`config.mk`:
```
export PLATFORM = sky130hd
export DESIGN_NAME = useq_stack
export DESIGN_NICKNAME = d
export VERILOG_FILES = /design/src/rtl/useq_stack.sv
export SDC_FILE = /design/constraint.sdc
export NUM_CORES = 1
export LEC_CHECK = 0
export BUFFER_PORTS_ARGS = -buffer_cell sky130_fd_sc_hd__buf_4
export CAP_MARGIN = 10
export CORE_MARGIN = 8
export CORE_UTILIZATION = 45
export CTS_CLUSTER_SIZE = 14
export DETAILED_ROUTE_END_ITERATION = 8
export PLACE_DENSITY = 0.75
export SYNTH_ARGS = -nofsm -noshare
export SYNTH_HDL_FRONTEND = slang
export SYNTH_SLANG_ARGS = --single-unit
```
`constraint.sdc`:
```
create_clock -name i_clk -period 2.5 [get_ports i_clk]
set_input_delay 0.25 -clock i_clk [delete_from_list [all_inputs] [get_ports i_clk]]
set_output_delay 0.25 -clock i_clk [all_outputs]
set_load 0.005 [all_outputs]
```
`src/rtl/useq_stack.sv`:
```
// rtl/useq_stack.sv - microprogram sequencer with dispatch, conditional branch and call/return stack
module useq_stack #(
    parameter int AW        = 8,
    parameter int SD        = 4,
    parameter int FW        = 8,
    parameter int OPW       = 4,
    parameter int MAP_BASE  = 16,
    parameter int MAP_SHIFT = 2,
    localparam int CSW      = (FW > 1) ? $clog2(FW) : 1,
    localparam int SPW      = $clog2(SD + 1)
) (
    input  logic             i_clk,
    input  logic             i_rst,
    input  logic             i_run,
    input  logic             i_valid,
    input  logic [2:0]       i_seq_op,
    input  logic [AW-1:0]    i_target,
    input  logic [CSW-1:0]   i_cond_sel,
    input  logic             i_cond_pol,
    input  logic [OPW-1:0]   i_opcode,
    input  logic [FW-1:0]    i_flags,
    output logic [AW-1:0]    o_uaddr,
    output logic [SPW-1:0]   o_sp,
    output logic             o_err_ovf,
    output logic             o_err_unf
);

    // Wide enough to hold the un-truncated dispatch sum before wrapping to AW.
    localparam int DW = (AW > OPW + MAP_SHIFT) ? AW + 1 : OPW + MAP_SHIFT + 1;

    typedef enum logic [2:0] {
        OP_NEXT     = 3'b000,
        OP_DISPATCH = 3'b001,
        OP_JUMP     = 3'b010,
        OP_CJUMP    = 3'b011,
        OP_CALL     = 3'b100,
        OP_RET      = 3'b101,
        OP_HOLD     = 3'b110,
        OP_FETCH    = 3'b111
    } seq_op_e;

    logic [AW-1:0]  r_uaddr;
    logic [SPW-1:0] r_sp;
    logic           r_err_ovf;
    logic           r_err_unf;
    logic [AW-1:0]  r_stack [SD];

    seq_op_e        w_op;
    logic [AW-1:0]  w_inc;
    logic [DW-1:0]  w_disp_full;
    logic [AW-1:0]  w_disp;
    logic           w_full;
    logic           w_empty;
    logic           w_cond_ok;
    logic [AW-1:0]  w_top;
    logic           w_update;
    logic [AW-1:0]  w_nxt_uaddr;
    logic [SPW-1:0] w_nxt_sp;
    logic           w_push;
    logic           w_set_ovf;
    logic           w_set_unf;

    assign w_op        = seq_op_e'(i_seq_op);
    assign w_inc       = r_uaddr + AW'(1);
    assign w_disp_full = DW'(MAP_BASE) + (DW'(i_opcode) << MAP_SHIFT);
    assign w_disp      = w_disp_full[AW-1:0];
    assign w_full      = (r_sp == SPW'(SD));
    assign w_empty     = (r_sp == '0);
    assign w_update    = i_run & i_valid;

    // Flag test for CJUMP; a select beyond the flag vector never branches.
    always_comb begin
        w_cond_ok = 1'b0;
        if (int'(i_cond_sel) < FW) begin
            w_cond_ok = (i_flags[i_cond_sel] == i_cond_pol);
        end
    end

    // Top-of-stack read: the entry just below the stack pointer.
    always_comb begin
        w_top = '0;
        for (int i = 0; i < SD; i++) begin
            if (int'(r_sp) == i + 1) begin
                w_top = r_stack[i];
            end
        end
    end

    // Next micro-address, stack pointer and error events for the current op.
    always_comb begin
        w_nxt_uaddr = r_uaddr;
        w_nxt_sp    = r_sp;
        w_push      = 1'b0;
        w_set_ovf   = 1'b0;
        w_set_unf   = 1'b0;
        case (w_op)
            OP_NEXT:     w_nxt_uaddr = w_inc;
            OP_DISPATCH: w_nxt_uaddr = w_disp;
            OP_JUMP:     w_nxt_uaddr = i_target;
            OP_CJUMP:    w_nxt_uaddr = w_cond_ok ? i_target : w_inc;
            OP_CALL: begin
                if (w_full) begin
                    // Overflowing call falls through so the microprogram keeps moving.
                    w_set_ovf   = 1'b1;
                    w_nxt_uaddr = w_inc;
                end else begin
                    w_push      = 1'b1;
                    w_nxt_sp    = r_sp + SPW'(1);
                    w_nxt_uaddr = i_target;
                end
            end
            OP_RET: begin
                if (w_empty) begin
                    // Underflowing return restarts at the fetch routine.
                    w_set_unf   = 1'b1;
                    w_nxt_uaddr = '0;
                end else begin
                    w_nxt_sp    = r_sp - SPW'(1);
                    w_nxt_uaddr = w_top;
                end
            end
            OP_HOLD:     w_nxt_uaddr = r_uaddr;
            OP_FETCH:    w_nxt_uaddr = '0;
            default:     w_nxt_uaddr = r_uaddr;
        endcase
    end

    // Sequencer state: reset clears address, depth and sticky errors; otherwise advance when enabled.
    always_ff @(posedge i_clk) begin
        if (!i_rst) begin
            r_uaddr   <= '0;
            r_sp      <= '0;
            r_err_ovf <= 1'b0;
            r_err_unf <= 1'b0;
        end else if (w_update) begin
            r_uaddr <= w_nxt_uaddr;
            r_sp    <= w_nxt_sp;
            if (w_set_ovf) begin
                r_err_ovf <= 1'b1;
            end
            if (w_set_unf) begin
                r_err_unf <= 1'b1;
            end
        end
    end

    // Return-address storage: a push writes the slot at the current depth; contents are not reset.
    always_ff @(posedge i_clk) begin
        if (i_rst && w_update && w_push) begin
            for (int i = 0; i < SD; i++) begin
                if (int'(r_sp) == i) begin
                    r_stack[i] <= w_inc;
                end
            end
        end
    end

    assign o_uaddr   = r_uaddr;
    assign o_sp      = r_sp;
    assign o_err_ovf = r_err_ovf;
    assign o_err_unf = r_err_unf;

endmodule

```
== Yosys cells after proc, flatten, opt, wreduce, memory -nomap -nowiden ==
Memory sizes are Yosys's and may differ from the RTL's.
Index checks and enable logic that the tools add are counted.
Storage, ports and cells
  register bits: 13
  bits in writable memories: 32
  input bits: 31
  memories kept: 1
Memories
  r_stack: depth 4, width 8, rd ports 4, clocked after memory_dff 0, wr ports 1, RTL line 46  | logic [AW-1:0] r_stack [SD];
Operators by class
  add/sub/neg operators: 4
  order comparisons: 1
  equality and inequality tests: 15
  muxes and demuxes: 40
  bitwise logic cells: 2
  reduce and logical (&&, ||, !) cells: 13
Operator list (count)
  two-way mux 8 bit: 10
  case mux 8 bit (7 select lines): 1
  == test 3 bit, second input constant: 8
  OR reduction 8 bit: 3
  two-way mux 1 bit: 22
  == test 3 x 2 -> 1 bit, second input constant: 3
  zero test 3 bit: 3
  adder 8 x 1 -> 8 bit, second input constant: 1
  adder 5 x 6 -> 7 bit, first input constant: 1
  two-way mux 2 bit: 3
  two-way mux 3 bit: 2
  case mux 3 bit (2 select lines): 1
  AND reduction 2 bit: 3
  less-than comparator 3 x 4 -> 1 bit, second input constant: 1
  inequality test 2 bit, second input constant: 2
  AND reduction 4 bit: 1
  adder 3 x 1 -> 3 bit, second input constant: 1
  binary-select mux 1 bit (select 3 bit): 1
  == test 3 x 1 -> 1 bit, second input constant: 1
  subtractor 3 x 1 -> 3 bit, second input constant: 1
  logical AND 1 bit: 2
  nonzero test 2 bit: 1
  bitwise AND 1 bit: 1
  == test 1 bit: 1
  inverter 1 bit: 1

== Logic depth before layout (Yosys ltp) ==
  depth after elaboration: 10
  depth in mapped cells: 8

== Worst setup path after synthesis ==
OpenSTA, ideal clock, no wires.
  kind: reg-to-reg
  from: reg r_sp[2] (netlist: o_sp[2])
  to: reg r_uaddr[2] (netlist: o_uaddr[2])
  arrival: 2081 ps
  required time: 2370 ps
  slack: 289 ps
  cell stages (with the launch flop): 9
  buffers on the path: 2
  clock period less this slack: 2211 ps
  cells stage by stage: dfxtp_1 -> buf_2 -> or3b_1 -> and2_1 -> clkbuf_1 -> a221oi_1 -> o211ai_1 -> a2111oi_4 -> a311oi_1
On the way
  cells in the longest elaborated chain, start to end: 7
RTL lines
  from (decl): RTL line 43  | logic [SPW-1:0] r_sp;
  from (signal assigned): RTL line 137  | r_sp <= w_nxt_sp;
  == test 3 x 2 -> 1 bit: RTL line 83  | if (int'(r_sp) == i + 1) begin
  two-way mux 8 bit (4 in a row): RTL line 83
  two-way mux 8 bit: RTL line 113  | if (w_empty) begin
  case mux 8 bit (7 select lines) *: RTL line 96  | case (w_op)
  to (signal assigned): RTL line 136  | r_uaddr <= w_nxt_uaddr;
  to (decl): RTL line 42  | logic [AW-1:0] r_uaddr;
Mark *: on every way between the ends. The rest lies on a longest branch, timed or not.
A chain may end at the register's enable or synchronous reset.

== Final worst setup path ==
Ends and elaborated chain as after synthesis.

==> impl_results.md <==
- Final Util: 0.569
- Mapped Cells: 204
- Status: completed
- Dpl ws: 0.205 ns
- Total gr overflow: 0
- Hold WC Path Type: in -> reg
- Post-DRT Antenna Nets: 0
- Hold Fails Final Rpt: 0
- Cts hold-fix bufs: 0
- Post-Synth XOR/XNOR Area: 0.0340
- Worst R2R Setup Slack: 0.26 ns
- Worst slew pin tran: 0.669 ns
- Top delay family on crit path: compound AO/OA/AOI/OAI gates
- Synth top area share: 0.415
- Worst setup SP type: register
- Worst setup margin: 0.257 ns
- Sequential fraction of the synthesis area: 0.527
- Area grow syn2layout: 23.8%
- Simple-gate share of the synthesized area: 0.125
- Syn avg cell area: 11.4 um2
- Commonest non-fill, non-tap cells in the layout: 51 x buf_4, 32 x edfxtp_1, 15 x a21oi_1, 14 x nor2_1, 13 x dfxtp_1
- Largest stage delay, worst path: 0.48 ns
- First-pass GRT wire length: 8640 um
- Initial antenna violation count: 0
- Critical path type: reg -> reg
- DRT iter0 DRCs: 140
- Tcrit/Tclk final: 0.897
- Post-CTS setup buffer count: 0
- CTS resizes: 0
- Top area cells in the synthesized netlist: edfxtp_1 41%, dfxtp_1 11%, mux2i_1 3.5%
- Leak: 1.06 nW
- Compound-cell area share of the yosys netlist: 0.184
- Wire per inst: 16.8 um
- Cell Area, Placed: 0.00273 mm2
- DRC errors left: 0
- Slowest CP cell: dfxtp_1
- DR vias: 1,781
- Fillcell total: 421
- CTS buffer count: 5
- Share of cells above drive strength 1: 0.260
- Longest Clk Path Bufs: 2
- Die Height: 87.8 um
- F_max: 446 MHz
- Ant. Diodes: 0
- Htree depth: 2
- Nets: 287
- Clk slew on worst S/H paths: 0.09 ns
- Slew HR: 0.554
- Pre-antenna DRT Iters: 4
- Crit end category: register
- Syn nets: 238
- Dpl hpwl: 4170 um
- CTS tree: built
- CP Cell Sequence: or3b_1, and2_1, a221oi_1, o211ai_1, a2111oi_4, a311oi_1
- Syn. warnings: 0
- Fin. max-slew vios: 0
- Pwr/cell area: 580 mW/mm2
- Final setup skew: 0.0101 ns
- # IOs: 44
- Post-synthesis cell type count: 50
- Final instance area: 0.00287 mm2
- Starting Density: 0.460
- Total Wirelength: 5440 um
- Largest net degree at the start of global routing: 17
- RD Place Congestion: 0.828
- Tot Pwr: 1.66 mW
- Die area: 0.00770 mm2
- Max VDD drop: 0.457 mV
- Minimum clock period: 2.24 ns
- Final setup fails: 0
- Most common cell after layout, fill and taps aside: buf_4
- Setup TNS: 0 ns
- Mux cell area share after synthesis: 0.0702
- Dominant combinational cell family by area after synthesis: compound AO/OA/AOI/OAI gates
- Synthesized flop and latch total: 45
- RSZ-0062 raised after global routing: false
- Critical Path AT: 2.42 ns
- CP max FO: 10
- Main synth FF type: edfxtp_1
- Placed insts: 316
- Synth Area in Adders: 0.0194
- Worst EP required: 2.68 ns
- Post-Layout Cell Count: 324
- Leading area contributor after synthesis: edfxtp_1
- # port buffers: 43
- Vias/cell: 5.50
- Clk sinks: 45
- FP Rows: 26
- CTS root buf: clkbuf_8
- Chip width: 87.8 um
- Core footprint: 0.00504 mm2
- Clk Latency, worst-skew pair: 0.29 ns
- Count of max-cap constraint violations: 0
- Hold WS: 0.212 ns
- Post-synth EDFFs: 32
- Worst Path Buf+Inv: 0
- Vias in the first global route: 1,757
- GRT Overall Usage: 0.147
- Synthesized cell area: 0.00232 mm2
- Fraction of registers with async set/reset: 0
-- layer usage --
layer / share of wire / track usage
met1: 0.45 / 0.184
met2: 0.49 / 0.244
met3: 0.050 / 0.0328
met4: 0.0075 / 0.0453
met5: 0 / 0
-- tightest hold or removal path, cell delays in order --
cell and delay (ns):
buf_4 0.07, o21ai_1 0.05, a21oi_1 0.10
-- cells in the mapped netlist (all sizes together) (2+ instances only) --
library cell and n:
edfxtp 32, a21oi 15, nor2 14, dfxtp 13
inv 10, nand2 10, mux2i 8, o21ai 7
nor2b 6, clkbuf 5, mux2 5, nand3 5
nor3 5, xor2 5, a22oi 4, and2 4
buf 4, o21a 4, o221a 4, xnor2 4
a221oi 3, a31oi 3, nand2b 3, o221ai 3
o22ai 3, a221o 2, ha 2, nor3b 2
o211ai 2, or2 2
-- power by group --
group / total (mW) / leakage, nW / switching (mW) / internal [mW]
combinational: 0.183 / 0.598 / 0.0887 / 0.0943
clock: 0.649 / 0.0687 / 0.247 / 0.402
sequential: 0.830 / 0.398 / 0.0181 / 0.812
total: 1.66 / 1.06 / 0.354 / 1.31
-- final cells by class --
cell class	instances	area, um2	area share
sequential	45	1220	0.426
multi-input combinational	140	1000	0.349
timing repair buffer	51	383	0.134
tap	70	87.6	0.0305
clock buffer	5	68.8	0.0240
clock inverter	3	68.8	0.0240
inverter	10	37.5	0.0131
-- flip-flops by register name, indices dropped and copies added (netlist names) --
signal	count
r_stack	32
o_uaddr	8
o_err_ovf	1
o_sp	3
o_err_unf	1
-- worst paths after layout --
check | startpoint | end | cells after the start
hold reg to reg | o_err_unf$_SDFFE_PN0P_ | o_err_unf$_SDFFE_PN0P_ | 1
setup reg to reg | o_sp[2]$_SDFFE_PN0P_ | o_uaddr[2]$_SDFFE_PN0P_ | 6
setup / recovery | o_sp[2]$_SDFFE_PN0P_ | o_uaddr[2]$_SDFFE_PN0P_ | 6
hold / removal | i_target[3] | o_uaddr[3]$_SDFFE_PN0P_ | 3
-- kinds of logic (layout without fill, tap and decap cells) --
group / after synthesis / after routing
buf+inv: 19 / 69
flops: 45 / 45
xor+xnor: 9 / 9
mux: 14 / 14
compound gates: 58 / 58
fa+ha+maj: 3 / 3
simple gates: 56 / 56
Power figures use the tool's default switching activity.
